### src/rtl/soc_cpu_dct_packer.sv
// Packs 2-bit trace symbols into 30-bit DCT words with a symbol count and
// presents each word through a one-stage valid/ready output register.
module soc_cpu_dct_packer #(
  parameter int unsigned SLOT_W = 2,
  parameter int unsigned SLOTS  = 15,
  parameter int unsigned BUF_W  = 30,
  parameter int unsigned CNT_W  = 4
) (
  input  logic              clk,
  input  logic              reset_n,
  input  logic              sym_valid,
  input  logic [SLOT_W-1:0] sym_data,
  output logic              sym_ready,
  input  logic              flush,
  output logic [BUF_W-1:0]  dct_buffer,
  output logic [CNT_W-1:0]  dct_count,
  output logic              dct_valid,
  input  logic              dct_ready,
  output logic              busy
);

  typedef enum logic [1:0] {
    ST_IDLE = 2'd0,
    ST_FILL = 2'd1,
    ST_FULL = 2'd2
  } state_t;

  localparam logic [CNT_W-1:0] CNT_FULL = CNT_W'(SLOTS);

  state_t             state_q, state_d;
  logic [BUF_W-1:0]   acc_q, acc_d;
  logic [CNT_W-1:0]   acc_cnt, acc_cnt_d;
  logic               flush_pend, flush_pend_d;

  logic               load_ok;
  logic               sym_fire;
  logic               flush_eff;
  logic [CNT_W-1:0]   next_cnt;
  logic [BUF_W-1:0]   next_acc;
  logic               xfer;
  logic [BUF_W-1:0]   xfer_word;
  logic [CNT_W-1:0]   xfer_cnt;

  // Accumulator state register
  always_ff @(posedge clk or negedge reset_n) begin
    if (!reset_n) begin
      state_q    <= ST_IDLE;
      acc_q      <= '0;
      acc_cnt    <= '0;
      flush_pend <= 1'b0;
    end else begin
      state_q    <= state_d;
      acc_q      <= acc_d;
      acc_cnt    <= acc_cnt_d;
      flush_pend <= flush_pend_d;
    end
  end

  // Next-state: accumulate, decide transfer, track a flush that must wait
  always_comb begin
    state_d      = state_q;
    acc_d        = acc_q;
    acc_cnt_d    = acc_cnt;
    flush_pend_d = flush_pend;
    xfer         = 1'b0;
    xfer_word    = acc_q;
    xfer_cnt     = acc_cnt;
    flush_eff    = flush | flush_pend;
    next_cnt     = acc_cnt + CNT_W'(sym_fire);
    next_acc     = acc_q;
    if (sym_fire) begin
      next_acc = acc_q | (BUF_W'(sym_data) << (SLOT_W * acc_cnt));
    end

    if (state_q == ST_FULL) begin
      // A full word leaves first; a same-cycle symbol restarts at slot 0
      if (load_ok) begin
        xfer         = 1'b1;
        xfer_word    = acc_q;
        xfer_cnt     = CNT_FULL;
        acc_d        = sym_fire ? BUF_W'(sym_data) : '0;
        acc_cnt_d    = sym_fire ? CNT_W'(1) : '0;
        flush_pend_d = 1'b0;
        state_d      = sym_fire ? ST_FILL : ST_IDLE;
      end else begin
        flush_pend_d = flush_pend | flush;
      end
    end else if ((next_cnt != '0) && ((next_cnt == CNT_FULL) || flush_eff)) begin
      if (load_ok) begin
        xfer         = 1'b1;
        xfer_word    = next_acc;
        xfer_cnt     = next_cnt;
        acc_d        = '0;
        acc_cnt_d    = '0;
        flush_pend_d = 1'b0;
        state_d      = ST_IDLE;
      end else begin
        acc_d        = next_acc;
        acc_cnt_d    = next_cnt;
        flush_pend_d = flush_eff;
        state_d      = (next_cnt == CNT_FULL) ? ST_FULL : ST_FILL;
      end
    end else begin
      acc_d     = next_acc;
      acc_cnt_d = next_cnt;
      state_d   = (next_cnt == '0) ? ST_IDLE : ST_FILL;
    end
  end

  // Handshake and status outputs
  always_comb begin
    load_ok   = !dct_valid | dct_ready;
    sym_ready = (state_q != ST_FULL) | load_ok;
    sym_fire  = sym_valid & sym_ready;
    busy      = (acc_cnt != '0) | dct_valid | flush_pend;
  end

  // Output register: holds while stalled, clears once consumed
  always_ff @(posedge clk or negedge reset_n) begin
    if (!reset_n) begin
      dct_buffer <= '0;
      dct_count  <= '0;
      dct_valid  <= 1'b0;
    end else if (xfer) begin
      dct_buffer <= xfer_word;
      dct_count  <= xfer_cnt;
      dct_valid  <= 1'b1;
    end else if (dct_valid && dct_ready) begin
      dct_buffer <= '0;
      dct_count  <= '0;
      dct_valid  <= 1'b0;
    end
  end

endmodule
### config.mk
export PLATFORM = sky130hd
export DESIGN_NAME = soc_cpu_dct_packer
export DESIGN_NICKNAME = d
export VERILOG_FILES = /design/src/rtl/soc_cpu_dct_packer.sv
export SDC_FILE = /design/constraint.sdc
export NUM_CORES = 1
export LEC_CHECK = 0
export BUFFER_PORTS_ARGS = -buffer_cell sky130_fd_sc_hd__buf_4
export CAP_MARGIN = 25
export CORE_ASPECT_RATIO = 0.8
export CORE_MARGIN = 1
export CORE_UTILIZATION = 50
export DETAILED_ROUTE_END_ITERATION = 10
export GPL_TIMING_DRIVEN = 0
export PLACE_DENSITY = 0.73
export SYNTH_ARGS = -nofsm -noshare
export SYNTH_HDL_FRONTEND = slang
export SYNTH_SLANG_ARGS = --single-unit
### constraint.sdc
create_clock -name clk -period 2.55 [get_ports clk]
set_input_delay 0.255 -clock clk [delete_from_list [all_inputs] [get_ports clk]]
set_output_delay 0.255 -clock clk [all_outputs]
set_load 0.01 [all_outputs]
==> out/results.ini <==
[run_status]
run_status=finished with violations
violations=negative setup slack

[finish]
multi_input_comb_area_mm2=0.00180
insertedDiodeCount=0
number_of_filler_cells_placed_in_the_layout=467
seqCellArea_mm2=0.00180
area_growth_pct=36.1
post_route_cells_drive_above_1_share_pct=38.7
final_area_mm2=0.00472
num-nets-final=425
finish.cell_count_without_fillers=505

[detailed_routing]
routed-via-count=3305
remaining_drc_errors=0
wirelength_um=10600
drt-pass1-iter-count=6
post_drt_via_cell_ratio=6.54
avgRoutedWirePerCell_um=21.0
postRouteAntennaNets=0
drt_iter0_drc=368

[die]
ios=44
fp-row-count=26
die-area_mm2=0.00728
floorplan.core_area_mm2=0.00654
initial_core_util_pct=53.0
dieHeight_um=76.5
die_w_um=95.1

[worst_setup_path]
worst_r2r_startpoint=state_q[0]
worstReg2RegEnd=dct_buffer[27]
timing.critical_path.slowest_cell_delay_ns=0.41
startpoint_type=flop
reg2regPathDepth=14
crit_path_end=dct_buffer[27]
criticalPathCategory=flop to flop
critPathLaunch=state_q[0]
cp.arrival_ns=3.02
crit_path_max_fanout=10
critical_path.endpoint_type=flop
timing.reg2reg.setup_slack_ns=-0.22
path_cells=and4bb_4 -> inv_6 -> nand2_4 -> inv_2 -> ha_4 -> ha_4 -> xor2_4 -> o32ai_4 -> o21ai_4 -> buf_6 -> o21ai_4 -> buf_12 -> buf_12 -> o2bb2ai_1
timing.critical_path.slowest_stage_cell=sky130_fd_sc_hd__o32ai_4
cp_data_required_time_ns=2.79

[placement]
placedCellCount=459
gpl.final_weighted_congestion=0.861
hpwl_um=6270
numPortBuffers=42
post-place-ws_ns=-0.459
cell_area_reported_after_detailed_placement_mm2=0.00394

[power_and_ir_drop]
powerDensity_mw_per_mm2=1080
vdd.ir_drop.worst_v=0.000702
leakage_nw=2.02

[grt]
grt_antenna_before_repair=0
grt_pass1_wl_um=16300
grt_pass1_vias=3077
maximum_number_of_pins_on_one_net_before_global_route_repair=73
groute.usage.overall_pct=30.4
grt_overflow_total=0

[cts]
clock_tree.buffer_depth=2
post_cts_hold_buffer_count=0
cts_tree=yes
cts.sinks=72
tritoncts.num_buffers=9
cts-root-buf=sky130_fd_sc_hd__clkbuf_8
ctsHtreeMaxLevel=3
clk_pin_slew_ns=0.08
worst_skew_pair.late_latency_ns=0.36

[synth]
postSynthNetCount=342
synthFlopType=sky130_fd_sc_hd__dfrtp_1
synthesis.area_mm2=0.00347
synth-edff-count=0
postSynthCellCount=333
netlist-cell-type-count=47
synth-seq-cells=72
async_flop_share_pct=100
yosysSeqAreaShare_pct=51.9
yosys_warnings=0
syn-mean-instance-area_um2=10.4

[sta]
slew_violations=0
worst_slew_pin_slew_ns=0.931
layout_worst_path_cycle_share_pct=109
timing.final.hold_violations=0
rsz0062_at_grt=true
worst_slack_ns=-0.225
setup_viol_count_final=68
fmaxAchievable_mhz=360
setup-tns-final_ns=-10.26
relative_slew_slack_pct=37.5
min_period_ns=2.77
fin_skew_ns=0.0127
fin_hold_ws_ns=0.0235

[hold_path]
worst_hold_check_path_type=input pin to asynchronous set/reset pin

[job]
max_cap_viol_count=0

## stage by stage
stage               power, W  util [%]
floorplan            0.00267         -
global placement     0.00319      60.3
detailed placement   0.00324      60.3
CTS                  0.00470      69.5
global route         0.00531      72.2
finish               0.00509      72.2
## how the worst min path moves through the flow
stage	endpoint	slack, ns	cells after the start
after global placement	dct_buffer[16]	0.44	1
after detailed placement	dct_buffer[16]	0.44	1
after CTS	dct_buffer[16]	0.05	1
final	dct_buffer[16]	0.02	1
after global routing	dct_buffer[16]	0.08	1
after floorplan	acc_cnt[0]	-0.04	0
## worst max-delay path, delay by kind of cell, from the launching register on
family	cells	cell delay (ns)
AND/OR/NAND/NOR	2	0.41
buffers and inverters	5	0.55
AO/OA/AOI/OAI	4	0.78
adder cells (fa/ha/maj)	2	0.33
flip-flops	1	0.39
XOR/XNOR	1	0.18
## cells in the mapped netlist, types with 2 or more instances
cell type	count	share of area [%]
sky130_fd_sc_hd__buf_4	3	0.65
sky130_fd_sc_hd__dfrtp_1	72	52
sky130_fd_sc_hd__inv_1	3	0.32
sky130_fd_sc_hd__a31oi_1	8	1.4
sky130_fd_sc_hd__a221oi_1	6	1.5
sky130_fd_sc_hd__a21oi_2	3	0.76
sky130_fd_sc_hd__nor4_1	4	0.72
sky130_fd_sc_hd__o21ai_4	2	0.94
sky130_fd_sc_hd__o21a_1	7	1.5
sky130_fd_sc_hd__and2_1	3	0.54
sky130_fd_sc_hd__ha_1	2	0.72
sky130_fd_sc_hd__buf_2	3	0.43
sky130_fd_sc_hd__nand3_1	8	1.2
sky130_fd_sc_hd__nand2_1	18	1.9
sky130_fd_sc_hd__clkbuf_1	8	0.87
sky130_fd_sc_hd__o21ai_0	8	1.2
sky130_fd_sc_hd__nor2b_1	5	0.90
sky130_fd_sc_hd__a211oi_1	9	1.9
sky130_fd_sc_hd__nand2b_1	4	0.72
sky130_fd_sc_hd__o2bb2ai_1	30	7.6
sky130_fd_sc_hd__buf_6	5	1.6
sky130_fd_sc_hd__xor2_1	2	0.51
sky130_fd_sc_hd__a31o_2	2	0.51
sky130_fd_sc_hd__o22ai_1	4	0.72
sky130_fd_sc_hd__a21oi_1	43	6.2
sky130_fd_sc_hd__nor3_1	7	1.0
sky130_fd_sc_hd__nor2_1	36	3.9
sky130_fd_sc_hd__buf_1	5	0.54
sky130_fd_sc_hd__and3_1	5	0.90
## layout make-up
class | instances | share of cell area, %
Clock buffer | 11 | 3.21
Inverter | 4 | 0.424
Clock inverter | 5 | 0.821
Tap cell | 84 | 2.23
Timing Repair Buffer | 75 | 13.6
Multi-Input combinational cell | 233 | 38.1
Buffer | 21 | 3.47
Sequential cell | 72 | 38.2
## layout by cell type (no fill, tap or decap), types with 3 or more instances in the layout
cell / synthesis / routed
sky130_fd_sc_hd__a211oi_1: 9 / 4
sky130_fd_sc_hd__a211oi_2: 0 / 5
sky130_fd_sc_hd__a21oi_1: 43 / 42
sky130_fd_sc_hd__a221oi_1: 6 / 4
sky130_fd_sc_hd__a221oi_2: 1 / 3
sky130_fd_sc_hd__a31oi_1: 8 / 8
sky130_fd_sc_hd__and2_1: 3 / 3
sky130_fd_sc_hd__and3_1: 5 / 5
sky130_fd_sc_hd__buf_1: 5 / 4
sky130_fd_sc_hd__buf_12: 0 / 3
sky130_fd_sc_hd__buf_4: 3 / 63
sky130_fd_sc_hd__buf_6: 5 / 15
sky130_fd_sc_hd__clkbuf_1: 8 / 7
sky130_fd_sc_hd__clkbuf_8: 0 / 11
sky130_fd_sc_hd__dfrtp_1: 72 / 71
sky130_fd_sc_hd__nand2_1: 18 / 17
sky130_fd_sc_hd__nand2b_1: 4 / 4
sky130_fd_sc_hd__nand3_1: 8 / 8
sky130_fd_sc_hd__nor2_1: 36 / 24
sky130_fd_sc_hd__nor2_2: 0 / 12
sky130_fd_sc_hd__nor2b_1: 5 / 5
sky130_fd_sc_hd__nor3_1: 7 / 5
sky130_fd_sc_hd__o21a_1: 7 / 7
sky130_fd_sc_hd__o21ai_0: 8 / 4
sky130_fd_sc_hd__o22ai_1: 4 / 3
sky130_fd_sc_hd__o2bb2ai_1: 30 / 18
sky130_fd_sc_hd__o2bb2ai_2: 0 / 12
## power by group
part,total [W],internal [W],switching [W],leakage (nW)
registers,0.00147,0.00132,0.000158,0.986
logic,0.00275,0.00124,0.00152,0.939
clock network,0.000867,0.000411,0.000456,0.0959
## registers in the layout, indices dropped and copies added (netlist names)
signal and count:
dct_count 4, acc_cnt 4, state_q 2, flush_pend 1, acc_q 30, dct_buffer 30
dct_valid 1
## cells by family after synthesis
kind of cell	synth area share, %
buffers and inverters	4.55
xor gates and xnor gates	1.23
adders and majority gates	0.721
AOI/OAI and AO/OA	28.2
DFF	51.9
and+or+nand+nor	13.4
## metal layers
layer | up-vias | GRT usage, % | share of wire [%] | routed length [µm]
met1 | 1661 | 44.2 | 42 | 4510
li1 | 1418 | - | - | -
met5 | - | 0 | 0 | 0
met4 | 0 | 11.1 | 2.8 | 293
met2 | 192 | 44.0 | 46 | 4930
met3 | 34 | 7.29 | 8.4 | 895
## timing repair
item	in CTS	in global routing
setup buffers	20	8
gates cloned	3	2
pin swaps	9	11
resized for setup	49	29
setup endpoints to repair	70	70
Note: power is estimated with default switching activity, not from simulation.
